--- src/rtl/soc_mmio_pkg.sv ---
// Shared MMIO constants and types for the UART transmitter register block.
// Latency: n/a (declarations only).
// Backpressure: n/a (declarations only).
package soc_mmio_pkg;

   // Register byte offsets inside the UART window
   localparam logic [31:0] UART_TXDATA_OFS = 32'h0000_0000;
   localparam logic [31:0] UART_STATUS_OFS = 32'h0000_0004;

   // Address bit that selects between TXDATA and STATUS
   localparam int UART_OFS_BIT = 2;

   // STATUS register bit positions
   localparam int UART_ST_BUSY      = 0;
   localparam int UART_ST_FULL      = 1;
   localparam int UART_ST_EMPTY     = 2;
   localparam int UART_ST_OVF       = 3;
   localparam int UART_ST_LEVEL_LSB = 4;
   localparam int UART_ST_LEVEL_W   = 4;

   typedef enum logic [1:0] {
      UART_IDLE  = 2'd0,
      UART_START = 2'd1,
      UART_DATA  = 2'd2,
      UART_STOP  = 2'd3
   } uart_tx_state_t;

endpackage

--- src/rtl/uart_tx_fifo.sv ---
// TX byte queue: FIFO_DEPTH-entry FIFO with UART_TX_FIFO_EN, else a one-byte holding register.
// Latency: pushed byte visible on rdata the cycle after the push; rdata is combinational from storage.
// Backpressure: push while full is accepted only if a pop happens the same cycle, otherwise dropped.
module uart_tx_fifo #(
   parameter int FIFO_DEPTH = 8
) (
   input  logic                         clk,
   input  logic                         reset,
   input  logic                         push,
   input  logic                         pop,
   input  logic [7:0]                   wdata,
   output logic [7:0]                   rdata,
   output logic                         full,
   output logic                         empty,
   output logic [$clog2(FIFO_DEPTH):0]  level
);

   localparam int AW = $clog2(FIFO_DEPTH);

`ifdef UART_TX_FIFO_EN

   logic [AW:0] wr_q, wr_d, rd_q, rd_d;
   logic [7:0]  mem_q [FIFO_DEPTH];
   logic [7:0]  mem_d [FIFO_DEPTH];
   logic        push_ok, pop_ok;

   // Pointer arithmetic with one extra wrap bit distinguishes full from empty
   always_comb begin
      empty   = (wr_q == rd_q);
      full    = (wr_q[AW] != rd_q[AW]) && (wr_q[AW-1:0] == rd_q[AW-1:0]);
      level   = wr_q - rd_q;
      pop_ok  = pop & ~empty;
      push_ok = push & (~full | pop_ok);
      wr_d    = wr_q + {{AW{1'b0}}, push_ok};
      rd_d    = rd_q + {{AW{1'b0}}, pop_ok};
      rdata   = mem_q[rd_q[AW-1:0]];
      mem_d   = mem_q;
      if (push_ok) begin
         mem_d[wr_q[AW-1:0]] = wdata;
      end
   end

   // Pointers reset so queued bytes are discarded
   always_ff @(posedge clk or posedge reset) begin
      if (reset) begin
         wr_q <= '0;
         rd_q <= '0;
      end else begin
         wr_q <= wr_d;
         rd_q <= rd_d;
      end
   end

   // Storage needs no reset; validity is tracked by the pointers
   always_ff @(posedge clk) begin
      mem_q <= mem_d;
   end

`else

   logic       vld_q, vld_d;
   logic [7:0] dat_q, dat_d;
   logic       push_ok;

   // Single holding register: full means the byte is still waiting
   always_comb begin
      full    = vld_q;
      empty   = ~vld_q;
      level   = {{AW{1'b0}}, vld_q};
      rdata   = dat_q;
      push_ok = push & (~vld_q | pop);
      vld_d   = push_ok | (vld_q & ~pop);
      dat_d   = push_ok ? wdata : dat_q;
   end

   // Holding register state
   always_ff @(posedge clk or posedge reset) begin
      if (reset) begin
         vld_q <= 1'b0;
         dat_q <= '0;
      end else begin
         vld_q <= vld_d;
         dat_q <= dat_d;
      end
   end

`endif

endmodule

--- src/rtl/uart_tx_mmio.sv ---
// Memory-mapped 8N1 UART transmitter (TXDATA/STATUS); macro UART_TX_FIFO_EN selects the deep queue.
// Latency: registered bus read one cycle after address; frame starts two cycles after the TXDATA write when idle.
// Backpressure: none on the bus; writes to a full queue are dropped and set sticky ovf.
module uart_tx_mmio
   import soc_mmio_pkg::*;
#(
   parameter logic [31:0] BASE_MEMORY  = 32'hFFFF_FFE0,
   parameter logic [31:0] TOP_MEMORY   = 32'hFFFF_FFE7,
   parameter int          CLKS_PER_BIT = 16,
   parameter int          FIFO_DEPTH   = 8
) (
   input  logic        clk,
   input  logic        reset,
   input  logic [31:0] memAddress,
   input  logic [31:0] memWriteData,
   input  logic        memWrite,
   input  logic [3:0]  byteMask,
   output logic [31:0] memReadData,
   output logic        tx
);

   localparam int          LW        = $clog2(FIFO_DEPTH) + 1;
   localparam logic [15:0] BAUD_LAST = 16'(CLKS_PER_BIT - 1);

   logic           hit, sel_status, push_req, clr_req, pop, drop, busy;
   logic           fifo_full, fifo_empty;
   logic [7:0]     fifo_rdata;
   logic [LW-1:0]  fifo_level;
   logic [31:0]    status_word;

   uart_tx_state_t state_q, state_d;
   logic [15:0]    baud_q, baud_d;
   logic [2:0]     idx_q, idx_d;
   logic [7:0]     shift_q, shift_d;
   logic           tx_q, tx_d;
   logic           ovf_q, ovf_d;
   logic [31:0]    rdata_q, rdata_d;

   logic           unused_bits;
   assign unused_bits = ^{memWriteData[31:8], byteMask[3:1]};

   uart_tx_fifo #(.FIFO_DEPTH(FIFO_DEPTH)) u_fifo (
      .clk   (clk),
      .reset (reset),
      .push  (push_req),
      .pop   (pop),
      .wdata (memWriteData[7:0]),
      .rdata (fifo_rdata),
      .full  (fifo_full),
      .empty (fifo_empty),
      .level (fifo_level)
   );

   // Bus decode, overflow flag and STATUS composition
   always_comb begin
      hit        = (memAddress >= BASE_MEMORY) && (memAddress <= TOP_MEMORY);
      sel_status = memAddress[UART_OFS_BIT];
      push_req   = memWrite & hit & ~sel_status & byteMask[0];
      clr_req    = memWrite & hit & sel_status & byteMask[0] & memWriteData[UART_ST_OVF];
      pop        = (state_q == UART_IDLE) & ~fifo_empty;
      drop       = push_req & fifo_full & ~pop;
      // A drop in the same cycle as a clear leaves ovf set
      if (drop) begin
         ovf_d = 1'b1;
      end else if (clr_req) begin
         ovf_d = 1'b0;
      end else begin
         ovf_d = ovf_q;
      end
      status_word = '0;
      status_word[UART_ST_LEVEL_LSB +: UART_ST_LEVEL_W] = 4'(fifo_level);
      status_word[UART_ST_OVF]   = ovf_q;
      status_word[UART_ST_EMPTY] = fifo_empty;
      status_word[UART_ST_FULL]  = fifo_full;
      status_word[UART_ST_BUSY]  = busy;
      rdata_d = (hit && sel_status) ? status_word : '0;
   end

   // Next-state logic: framing FSM plus baud counter, bit index and shift byte
   always_comb begin
      state_d = state_q;
      baud_d  = baud_q;
      idx_d   = idx_q;
      shift_d = shift_q;
      unique case (state_q)
         UART_IDLE: begin
            baud_d = '0;
            idx_d  = '0;
            if (!fifo_empty) begin
               state_d = UART_START;
               shift_d = fifo_rdata;
            end
         end
         UART_START: begin
            if (baud_q == BAUD_LAST) begin
               baud_d  = '0;
               state_d = UART_DATA;
            end else begin
               baud_d = baud_q + 16'd1;
            end
         end
         UART_DATA: begin
            if (baud_q == BAUD_LAST) begin
               baud_d = '0;
               idx_d  = idx_q + 3'd1;
               if (idx_q == 3'd7) begin
                  state_d = UART_STOP;
               end
            end else begin
               baud_d = baud_q + 16'd1;
            end
         end
         UART_STOP: begin
            if (baud_q == BAUD_LAST) begin
               baud_d  = '0;
               state_d = UART_IDLE;
            end else begin
               baud_d = baud_q + 16'd1;
            end
         end
         default: state_d = UART_IDLE;
      endcase
   end

   // Outputs: tx is computed from the next state so the line flop tracks state_q exactly
   always_comb begin
      busy = (state_q != UART_IDLE);
      unique case (state_d)
         UART_START: tx_d = 1'b0;
         UART_DATA:  tx_d = shift_d[idx_d];
         default:    tx_d = 1'b1;
      endcase
   end

   // State register; reset aborts any frame and returns the line high at once
   always_ff @(posedge clk or posedge reset) begin
      if (reset) begin
         state_q <= UART_IDLE;
         baud_q  <= '0;
         idx_q   <= '0;
         shift_q <= '0;
         tx_q    <= 1'b1;
         ovf_q   <= 1'b0;
         rdata_q <= '0;
      end else begin
         state_q <= state_d;
         baud_q  <= baud_d;
         idx_q   <= idx_d;
         shift_q <= shift_d;
         tx_q    <= tx_d;
         ovf_q   <= ovf_d;
         rdata_q <= rdata_d;
      end
   end

   assign memReadData = rdata_q;
   assign tx          = tx_q;

endmodule

--- config.mk ---
export PLATFORM = sky130hd
export DESIGN_NAME = uart_tx_mmio
export DESIGN_NICKNAME = d
export VERILOG_FILES = /design/src/rtl/soc_mmio_pkg.sv /design/src/rtl/uart_tx_fifo.sv /design/src/rtl/uart_tx_mmio.sv
export SDC_FILE = /design/constraint.sdc
export NUM_CORES = 1
export LEC_CHECK = 0
export ABC_CLOCK_PERIOD_IN_PS = 3000
export BUFFER_PORTS_ARGS = -buffer_cell sky130_fd_sc_hd__buf_2
export CAP_MARGIN = 25
export CORE_MARGIN = 2
export CORE_UTILIZATION = 47
export DETAILED_ROUTE_END_ITERATION = 8
export PLACE_DENSITY = 0.88
export SETUP_SLACK_MARGIN = 0.3
export SYNTH_ARGS = -nofsm -noshare
export SYNTH_HDL_FRONTEND = slang
export SYNTH_SLANG_ARGS = --single-unit
--- constraint.sdc ---
create_clock -name clk -period 3 [get_ports clk]
set_input_delay 0.3 -clock clk [delete_from_list [all_inputs] [get_ports clk]]
set_output_delay 0.3 -clock clk [all_outputs]
set_load 0.05 [all_outputs]
==> impl_results.md, run 1 <==
* Outcome: finished, final reports clean
* Crit Path Max Fanout at 5
* Initial DRT Pass Iterations at 4
* Worst slew pin tran at 0.5289 ns
* Setup TNS Final at 0 ns
* Fin crit period at 2.400 ns
* Final Hold Viols at 0
* Clock-pin transition on the worst setup and hold timing paths at 0.09 ns
* Area contributors post-synth: dfrtp_1 (46%), buf_4 (9.0%), mux2_2 (7.3%)
* Buf/Inv on CP at 0
* Num CTS Buffers at 5
* Largest net degree at the start of global routing at 45
* Area Growth Syn to Fin at 12.84%
* WP data arrival at 2.63 ns
* Max-slew headroom at 64.74%
* Synthesized area per cell at 10.44 um^2
* Synthesized area at 2328 um^2
* Share of cells above drive strength 1 at 30.15%
* Die area at 5533 um^2
* Syn Inst Count at 223
* RSZ-0062 raised after global routing: false
* WL final at 4.132 mm
* Pwr Density at 450.2 nW/um^2
* Synth top area share at 46.21%
* Area leader, netlist: dfrtp_1
* Slowest-stage cell, CP: dfrtp_1
* Most frequent cell after synthesis: dfrtp_1
* Flops & latches, synth at 44
* Via density at 4.838
* Crit path required time at 3.23 ns
* Ports at 104
* CP max stage delay at 0.45 ns
* Effective utilization at floorplan at 48.97%
* DR vias at 1640
* Drt first-iter violations at 77
* Post-synth ARST share at 100.0%
* Slew Limit Fails at 0
* Worst Setup Start Kind: flip-flop
* Max Clk Rate at 416.6 MHz
* # setup viols final at 0
* Port Buffers at 47
* Synth unique cells at 45
* Main synth FF type: dfrtp_1
* Post-synth top cells: dfrtp_1 (43), buf_4 (28), nor2_1 (27), nand2_1 (17), mux2_2 (15)
* Site Rows at 25
* Total track usage at 17.07%
* Total power at 1.183 mW
* Hold Crit Class: in -> async
* Final Cycle Share at 80.01%
* CTS tree: yes
* Initial antenna violation count at 0
* Sequential-to-total area share from yosys stat at 47.34%
* Total of max-cap violations at 0
* Leakage at 1.359 nW
* DP Wirelength at 3.130 mm
* Antenna Violating Nets Remaining at 0
* Vias in the first global route at 1779
* Chip width at 74.39 um
* Nets at 345
* Worst-skew pair later-pin latency at 0.30 ns
* # hold bufs at CTS at 0
* Yosys warnings at 0
* Post-cts gate resize count at 0
* Post-CTS Setup Inserts at 0
* Peak supply drop at 303.6 uV
* CTS root buf: clkbuf_8
* CP Cell Sequence: nor4_2 -> and4_2 -> mux2_2 -> nand2_1 -> mux2i_1 -> o22ai_1 -> a221o_1
* Setup CP Type: reg -> reg
* First-pass GRT wire length at 7.293 mm
* Core Region at 4755 um^2
* Gr ovfl total at 0
* Depth of the CTS H-tree at 2
* # diodes at 0
* Critical Path End Type: flip-flop
* Die height at 74.39 um
* DRC at 0
* Total clock sinks at 44
* Longest Clk Path Bufs at 2
* Setup Skew at 0.01184 ns
* GPL Wtd Cong at 0.7769
* WL/cell at 12.19 um
* Post-synth EDFFs at 0
* Delay-heaviest family, CP: simple AND/OR/NAND/NOR gates
==> metal layers <==
metal / track usage [%] / routed length [um] / part of all wire (%) / vias up
li1: - / - / - / 800
met1: 17.94 / 1696 / 41 / 787
met2: 30.97 / 2183 / 53 / 44
met3: 4.878 / 181 / 4.4 / 9
met4: 8.532 / 70 / 1.7 / 0
met5: 0 / 0 / 0 / -
==> worst paths after layout <==
check | startpoint | to | slack (ns) | cells after the start
max | baud_q[6] | tx | 0.60 | 7
min | reset | memReadData[3] | 0.13 | 3
max reg2reg | baud_q[6] | tx | 0.60 | 7
min reg2reg | baud_q[0] | baud_q[0] | 0.47 | 1
max in group asynchronous | reset | tx | 2.51 | 3
min in group clk | memWriteData[0] | u_fifo.rdata[0] | 0.23 | 2
==> logic make-up after synthesis <==
family	count (synthesis)	synth area share, %
xor+xnor	16	6.019
simple gates	81	18.43
other cells	1	0.1610
fa+ha+maj	3	1.612
compound gates	19	6.126
mux	17	8.114
buf+inv	42	12.20
flops	44	47.34
==> report_power, final <==
part           internal (mW)  switching, mW  total, mW  leakage (nW)
Sequential             0.593  0.00000000148      0.593         0.602
Clock                  0.272          0.204      0.476        0.0614
Combinational         0.0211         0.0934      0.114         0.696
==> tightest hold or removal path: cells and delay by family <==
kind / cells / cell delay, ns
buffers and inverters: 3 / 0.58
==> cell type report <==
cell class	count	area, um^2
timing repair buffer	49	250.2
clock buffer	6	82.58
fill	429	2127
clock inverter	2	38.79
sequential	44	1102
multi-input combinational	163	1040
tap	67	83.83
inverter	8	30.03
==> through the flow <==
stage          utilization (%)  cells  hold slack (ns)  worst slack (ns)  cell area [um^2]
3_3_place_gp             52.55    330           0.4401            0.6693              2499
6_report                 55.26    339           0.1283            0.5998              2628
4_1_cts                  55.11    338           0.1444            0.5959              2620
2_1_floorplan                -    249           0.4251            0.7823              2426
5_1_grt                  55.26    339           0.1777            0.4341              2628
3_5_place_dp             52.55    330           0.4625            0.6078              2499
==> cell usage in the layout (no fill, tap or decap), types with 2 or more instances in the layout <==
| cell | instances |
|---|---|
| nor2_1 | 27 |
| xor2_1 | 8 |
| buf_2 | 47 |
| and3_1 | 5 |
| nor4_2 | 2 |
| inv_1 | 7 |
| clkbuf_8 | 6 |
| o21ai_0 | 5 |
| conb_1 | 27 |
| nand4_1 | 6 |
| ha_1 | 3 |
| xnor2_1 | 8 |
| and2_1 | 2 |
| o22ai_1 | 2 |
| nand2_1 | 17 |
| mux2i_1 | 2 |
| nor3_1 | 2 |
| nand3_1 | 9 |
| nor4_1 | 2 |
| buf_4 | 2 |
| dfrtp_1 | 43 |
| a21oi_1 | 2 |
| mux2_2 | 15 |
==> sequential cells by signal (all words and copies together), names as in the netlist <==
register and flops:
u_fifo.full 1, baud_q 16, shift_q 8, memReadData 4, idx_q 3, tx 1, state_q 2, u_fifo.rdata 8
ovf_q 1
(Power assumes the default switching activity.)
==> run 2, diff against run 1 <==
--- a/config.mk
+++ b/config.mk
@@ -5,13 +5,13 @@
 export SDC_FILE = /design/constraint.sdc
 export NUM_CORES = 1
 export LEC_CHECK = 0
-export ABC_CLOCK_PERIOD_IN_PS = 3000
+export ABC_CLOCK_PERIOD_IN_PS = 2000
 export BUFFER_PORTS_ARGS = -buffer_cell sky130_fd_sc_hd__buf_2
 export CAP_MARGIN = 25
 export CORE_MARGIN = 2
-export CORE_UTILIZATION = 47
+export CORE_UTILIZATION = 43
 export DETAILED_ROUTE_END_ITERATION = 8
-export PLACE_DENSITY = 0.88
+export PLACE_DENSITY = 0.85
 export SETUP_SLACK_MARGIN = 0.3
 export SYNTH_ARGS = -nofsm -noshare
 export SYNTH_HDL_FRONTEND = slang
==> constraint.sdc (replaced) <==
create_clock -name clk -period 2 [get_ports clk]
set_input_delay 0.2 -clock clk [delete_from_list [all_inputs] [get_ports clk]]
set_output_delay 0.2 -clock clk [all_outputs]
set_load 0.05 [all_outputs]
==> impl_results.md, run 2 (synthesis results as in run 1) <==
* Site Rows at 26 (was 25)
* Worst Setup Start Kind: flip-flop (unchanged)
* Drt first-iter violations at 61 (was 77)
* RSZ-0062 raised after global routing: true (was false)
* Core Region at 5172 um^2 (was 4755 um^2)
* Most frequent cells in the layout: buf_2 (47), dfrtp_1 (43), buf_4 (30) (was buf_2 (47), dfrtp_1 (43), nor2_1 (27), conb_1 (27), nand2_1 (17))
* GPL Wtd Cong at 0.8573 (was 0.7769)
* Gr ovfl total at 0 (unchanged)
* WL final at 5.108 mm (was 4.132 mm)
* Antenna Violating Nets Remaining at 0 (unchanged)
* FF-to-FF End: tx (unchanged)
* Area Growth Syn to Fin at 28.32% (was 12.84%)
* Final Cycle Share at 114.7% (was 80.01%)
* Worst-skew pair later-pin latency at 0.30 ns (about the same)
* Via density at 4.877 (was 4.838)
* Clock-pin transition on the worst setup and hold timing paths at 0.08 ns (was 0.09 ns)
* Reg2reg setup slack at -0.29 ns (was 0.60 ns)
* Worst r2r src: baud_q[4] (was baud_q[6])
* Die height at 77.59 um (was 74.39 um)
* Port Buffers at 47 (unchanged)
* # setup viols final at 1 (was 0)
* WL/cell at 13.62 um (was 12.19 um)
* Total clock sinks at 44 (unchanged)
* Largest net degree at the start of global routing at 45 (unchanged)
* R2R cell count at 8 (was 7)
* WP data arrival at 2.54 ns (was 2.63 ns)
* Post-DP Area at 2740 um^2 (was 2499 um^2)
* Outcome: finished with violations (was finished, final reports clean)
* Setup Skew at 0.003076 ns (was 0.01184 ns)
* Ports at 104 (unchanged)
* Crit path required time at 2.25 ns (was 3.23 ns)
* Max-slew headroom at 63.60% (was 64.74%)
* Failing checks: negative setup slack
* Setup CP Type: reg -> reg (unchanged)
* CTS root buf: clkbuf_8 (unchanged)
* Layer with the highest usage: met2 (unchanged)
* Most common cell after layout, fill and taps aside: buf_2 (unchanged)
* DP Wirelength at 3.699 mm (was 3.130 mm)
* Worst Slack Setup Final at -0.2936 ns (was 0.5998 ns)
* Worst slew pin tran at 0.5460 ns (was 0.5289 ns)
* Chip width at 77.59 um (was 74.39 um)
* Post-place setup slack at -0.3398 ns (was 0.6078 ns)
* Vias in the first global route at 1707 (was 1779)
* DR vias at 1829 (was 1640)
* Critical Path End Type: flip-flop (unchanged)
* Effective utilization at floorplan at 45.02% (was 48.97%)
* Leakage at 1.600 nW (was 1.359 nW)
* Largest register FFs at 16 (unchanged)
* Longest Clk Path Bufs at 2 (unchanged)
* Initial antenna violation count at 0 (unchanged)
* Final Hold Viols at 0 (unchanged)
* Final instance area at 2988 um^2 (was 2628 um^2)
* Die area at 6019 um^2 (was 5533 um^2)
* Initial DRT Pass Iterations at 4 (unchanged)
* Fillers at 417 (was 429)
* Num CTS Buffers at 5 (unchanged)
* Pwr Density at 577.1 nW/um^2 (was 450.2 nW/um^2)
* Crit Path Max Fanout at 2 (was 5)
* M2 GR Usage at 30.26% (was 30.97%)
* CTS tree: yes (unchanged)
* Share of cells above drive strength 1 at 41.97% (was 30.15%)
* Peak supply drop at 445.7 uV (was 303.6 uV)
* Reg with most FFs: baud_q (unchanged)
* First-pass GRT wire length at 7.776 mm (was 7.293 mm)
* Met3 usage at 3.488% (was 4.878%)
* GRT met1 Usage at 18.81% (was 17.94%)
* # diodes at 0 (unchanged)
* Total of max-cap violations at 0 (unchanged)
* Total track usage at 16.72% (was 17.07%)
* Max Clk Rate at 436.0 MHz (was 416.6 MHz)
* Nets at 378 (was 345)
* Fin crit period at 2.294 ns (was 2.400 ns)
* Hold Crit Class: in -> async (unchanged)
* Slew Limit Fails at 0 (unchanged)
* Final core occ at 57.76% (was 55.26%)
* Depth of the CTS H-tree at 2 (unchanged)
* DRC at 0 (unchanged)
==> run 2: metrics by stage <==
step                power, mW  TNS, ns  hold WS, ns  instances
floorplan               1.075  -0.1713       0.3476        249
global placement        1.079  -0.1954       0.3576        363
detailed placement      1.081  -0.3398       0.3658        363
finish                  1.724  -0.2936      0.01386        375
CTS                     1.734  -0.2630      0.03459        374
global route            1.781  -0.3830      0.07096        375
==> run 2: worst max path at each step <==
stage / to / slack [ns] / start / cells after the start
2_1_floorplan: tx / -0.17 / baud_q[11] / 8
3_3_place_gp: tx / -0.20 / baud_q[13] / 8
3_5_place_dp: tx / -0.34 / baud_q[10] / 8
4_1_cts: tx / -0.26 / baud_q[14] / 7
5_1_grt: tx / -0.38 / baud_q[13] / 8
6_report: tx / -0.29 / baud_q[4] / 8
==> run 2: layout make-up <==
cell class                 count  area [um^2]  share of cell area, %
timing repair buffer          82        516.7                  17.29
tap                           70        87.58                  2.931
multi-input combinational    163         1144                  38.27
sequential                    44         1102                  36.89
clock buffer                   6        72.57                  2.429
clock inverter                 2        35.03                  1.173
inverter                       8        30.03                  1.005
==> run 2: timing repair <==
| action | 4_1_cts | 5_1_grt |
|---|---|---|
| pin swaps | 8 | 7 |
| hold buffers | 0 | 0 |
| buffers inserted | 3 | 1 |
| resized for setup | 10 | 13 |
| endpoints found under the setup margin | 6 | 16 |
==> run 2: metal layers <==
metal  vias up  part of all wire [%]  wire [um]
met5         -                     0          0
met4         0                   2.0        104
met3         8                   5.9        301
met2        80                    54       2735
met1       872                    39       1967
li1        869                     -          -
==> run 2: critical path: stages (launching register included) <==
cell and delay, ns:
dfrtp_1 0.42, nor4_4 0.32, nand4_1 0.17, a21o_1 0.25, a22oi_4 0.21, inv_2 0.05, or4b_1 0.49, a31oi_1 0.18
a221o_1 0.14
==> run 2: where the power goes <==
group | internal (mW) | total (mW) | switching, mW
Combinational | 0.0317 | 0.174 | 0.142
Sequential | 0.889 | 0.889 | 0.00000000219
Clock | 0.370 | 0.662 | 0.291
Total | 1.29 | 1.72 | 0.433
==> run 3, diff against run 2 <==
--- a/config.mk
+++ b/config.mk
@@ -5,13 +5,14 @@
 export SDC_FILE = /design/constraint.sdc
 export NUM_CORES = 1
 export LEC_CHECK = 0
-export ABC_CLOCK_PERIOD_IN_PS = 2000
+export ABC_AREA = 1
+export ABC_CLOCK_PERIOD_IN_PS = 2400
 export BUFFER_PORTS_ARGS = -buffer_cell sky130_fd_sc_hd__buf_2
 export CAP_MARGIN = 25
 export CORE_MARGIN = 2
-export CORE_UTILIZATION = 43
+export CORE_UTILIZATION = 48
 export DETAILED_ROUTE_END_ITERATION = 8
-export PLACE_DENSITY = 0.85
+export PLACE_DENSITY = 0.88
 export SETUP_SLACK_MARGIN = 0.3
 export SYNTH_ARGS = -nofsm -noshare
 export SYNTH_HDL_FRONTEND = slang
==> constraint.sdc (replaced) <==
create_clock -name clk -period 2.4 [get_ports clk]
set_input_delay 0.24 -clock clk [delete_from_list [all_inputs] [get_ports clk]]
set_output_delay 0.24 -clock clk [all_outputs]
set_load 0.01 [all_outputs]
==> impl_results.md, run 3 <==
* Leakage at 1.403 nW (was 1.600 nW)
* Vias in the first global route at 1873 (was 1707)
* Post-cts gate resize count at 0 (was 10)
* Port Buffers at 47 (unchanged)
* Initial antenna violation count at 0 (unchanged)
* Post-synth EDFFs at 0 (unchanged)
* Critical Path End Type: flip-flop (unchanged)
* CTS root buf: clkbuf_8 (unchanged)
* Wire length on met2 at 2.424 mm (was 2.735 mm)
* Most frequent cells in the layout: buf_2 (47), nand2_1 (44), dfrtp_1 (43) (was buf_2 (47), dfrtp_1 (43), buf_4 (30))
* Site Rows at 26 (unchanged)
* Final instance area at 2804 um^2 (was 2988 um^2)
* Peak supply drop at 369.5 uV (was 445.7 uV)
* Longest Clk Path Bufs at 2 (unchanged)
* Flops & latches, synth at 44 (unchanged)
* Largest net degree at the start of global routing at 45 (unchanged)
* Met1 WL at 1.800 mm (was 1.967 mm)
* Clock-pin transition on the worst setup and hold timing paths at 0.08 ns (about the same)
* Max Clk Rate at 550.7 MHz (was 436.0 MHz)
* Most frequent cell after synthesis: nand2_1 (was dfrtp_1)
* Setup Skew at 0.007548 ns (was 0.003076 ns)
* Die area at 5870 um^2 (was 6019 um^2)
* Chip width at 76.62 um (was 77.59 um)
* Fin crit period at 1.816 ns (was 2.294 ns)
* Area leader, netlist: dfrtp_1 (unchanged)
* Via density at 4.735 (was 4.877)
* Post-synth top cells: nand2_1 (44), dfrtp_1 (43), inv_1 (32), buf_4 (28), nor2_1 (28) (was dfrtp_1 (43), buf_4 (28), nor2_1 (27), nand2_1 (17), mux2_2 (15))
* Worst Slack Setup Final at 0.5841 ns (was -0.2936 ns)
* Synth top area share at 42.51% (was 46.21%)
* Post-synth ARST share at 100.0% (unchanged)
* Total power at 1.258 mW (was 1.724 mW)
* Post-CTS Setup Inserts at 0 (was 3)
* Dpl cells at 396 (was 363)
* Cell mode on critical path: nand2_1
* Synth unique cells at 39 (was 45)
* Top Layer Used: met4 (unchanged)
* Drt first-iter violations at 102 (was 61)
* Delay-heaviest family, CP: simple AND/OR/NAND/NOR gates (unchanged)
* Synthesized area per cell at 8.913 um^2 (was 10.44 um^2)
* # diodes at 0 (unchanged)
* Worst Setup Start Kind: flip-flop (unchanged)
* Final Hold Viols at 0 (unchanged)
* Worst-skew pair later-pin latency at 0.30 ns (about the same)
* Metal3 WL at 172 um (was 301 um)
* Total of max-cap violations at 0 (unchanged)
* WL/cell at 10.98 um (was 13.62 um)
* Sequential-to-total area share from yosys stat at 43.55% (was 47.34%)
* Ports at 104 (unchanged)
* Total clock sinks at 44 (unchanged)
* Setup CP Type: reg -> reg (unchanged)
* Largest register FFs at 16 (unchanged)
* Buf/Inv on CP at 0 (was 1)
* Area Growth Syn to Fin at 10.78% (was 28.32%)
* Setup TNS Final at 0 ns (was -0.2936 ns)
* Slowest-stage cell, CP: dfrtp_1 (was or4b_1)
* Max-slew headroom at 49.12% (was 63.60%)
* Worst slew pin tran at 0.7631 ns (was 0.5460 ns)
* Effective utilization at floorplan at 49.56% (was 45.02%)
* DRC at 0 (unchanged)
* Core Region at 5107 um^2 (was 5172 um^2)
* Pwr Density at 448.5 nW/um^2 (was 577.1 nW/um^2)
* Antenna Violating Nets Remaining at 0 (unchanged)
* Fillers at 470 (was 417)
* DP Wirelength at 3.435 mm (was 3.699 mm)
* Post-DP Area at 2723 um^2 (was 2740 um^2)
* Depth of the CTS H-tree at 2 (unchanged)
* R2R cell count at 9 (was 8)
* # setup viols final at 0 (was 1)
* Nets at 407 (was 378)
* Total track usage at 16.66% (was 16.72%)
* Main synth FF type: dfrtp_1 (unchanged)
* CP max stage delay at 0.48 ns (was 0.49 ns)
* Num CTS Buffers at 5 (unchanged)
* DR vias at 1913 (was 1829)
* Post-place setup slack at 0.6158 ns (was -0.3398 ns)
* Slew Limit Fails at 0 (unchanged)
* Initial DRT Pass Iterations at 4 (unchanged)
* Reg with most FFs: baud_q (unchanged)
* Yosys warnings at 0 (unchanged)
* Crit Path Max Fanout at 15 (was 2)
* CP Cell Sequence: nor2_4 -> nand2_4 -> mux2_2 -> nand2_1 -> nand3_1 -> nand3_1 -> nand2_1 -> nand2_1 -> nand2_1 (was nor4_4 -> nand4_1 -> a21o_1 -> a22oi_4 -> inv_2 -> or4b_1 -> a31oi_1 -> a221o_1)
* Share of cells above drive strength 1 at 30.54% (was 41.97%)
* Hold Crit Class: in -> async (unchanged)
* WP data arrival at 2.05 ns (was 2.54 ns)
* Most common cell after layout, fill and taps aside: buf_2 (unchanged)
* GPL Wtd Cong at 0.7910 (was 0.8573)
* Synthesized area at 2531 um^2 (was 2328 um^2)
* CTS tree: yes (unchanged)
* Outcome: finished, final reports clean (was finished with violations)
* Die height at 76.62 um (was 77.59 um)
* Syn Inst Count at 284 (was 223)
* Post-Layout Cell Count at 404 (was 375)
* WL final at 4.434 mm (was 5.108 mm)
* Worst path depth at 9 (was 8)
* Crit path required time at 2.63 ns (was 2.25 ns)
* # hold bufs at CTS at 0 (unchanged)
* RSZ-0062 raised after global routing: false (was true)
* First-pass GRT wire length at 7.900 mm (was 7.776 mm)
* Final Cycle Share at 75.66% (was 114.7%)
* Area contributors post-synth: dfrtp_1 (43%), buf_4 (8.3%), nand2_1 (6.5%) (was dfrtp_1 (46%), buf_4 (9.0%), mux2_2 (7.3%))
* Gr ovfl total at 0 (unchanged)
## run 3: layout make-up
type                       count  area, um^2  share of cell area [%]
sequential                    44        1102                   39.31
timing repair buffer          48       242.7                   8.657
tap                           70       87.58                   3.124
multi-input combinational    197        1151                   41.05
clock inverter                 1       5.005                  0.1785
inverter                      37       138.9                   4.953
clock buffer                   7       76.32                   2.722
## run 3: worst paths after layout
kind	from	endpoint	slack (ns)
max	state_q[0]	tx	0.58
min	reset	memReadData[2]	0.07
max reg2reg	state_q[0]	tx	0.58
min reg2reg	u_fifo.rdata[1]	u_fifo.rdata[1]	0.48
max in group asynchronous	reset	tx	1.95
min in group clk	memWriteData[4]	u_fifo.rdata[4]	0.18
## run 3: report_power, final
part           total [mW]  internal (mW)  switching (mW)
clock network       0.442          0.204           0.237
registers           0.741          0.741   0.00000000316
logic              0.0751         0.0270          0.0480
## run 3: metal layers
metal  global-route usage [%]  vias up
met2                    30.18       40
met1                    18.66      914
met5                        0        -
met3                    4.502        5
met4                    6.182        0
li1                         -      954
## run 3: worst min-delay path, stage by stage
cell	delay (ns)
buf_2	0.09
inv_1	0.04
buf_4	0.46
## run 3: kinds of logic after synthesis
| family | share of synthesized area [%] |
|---|---|
| compound gates | 6.772 |
| xor+xnor | 2.373 |
| fa+ha+maj | 1.483 |
| buf+inv | 14.83 |
| flops | 43.55 |
| mux | 1.335 |
| other cells | 0.1482 |
| simple gates | 29.51 |
## run 3: stage by stage
stage	utilization, %	hold slack, ns
2_1_floorplan	-	0.3821
3_3_place_gp	53.31	0.4094
3_5_place_dp	53.31	0.4095
4_1_cts	54.90	0.07640
5_1_grt	54.90	0.1143
6_report	54.90	0.06613
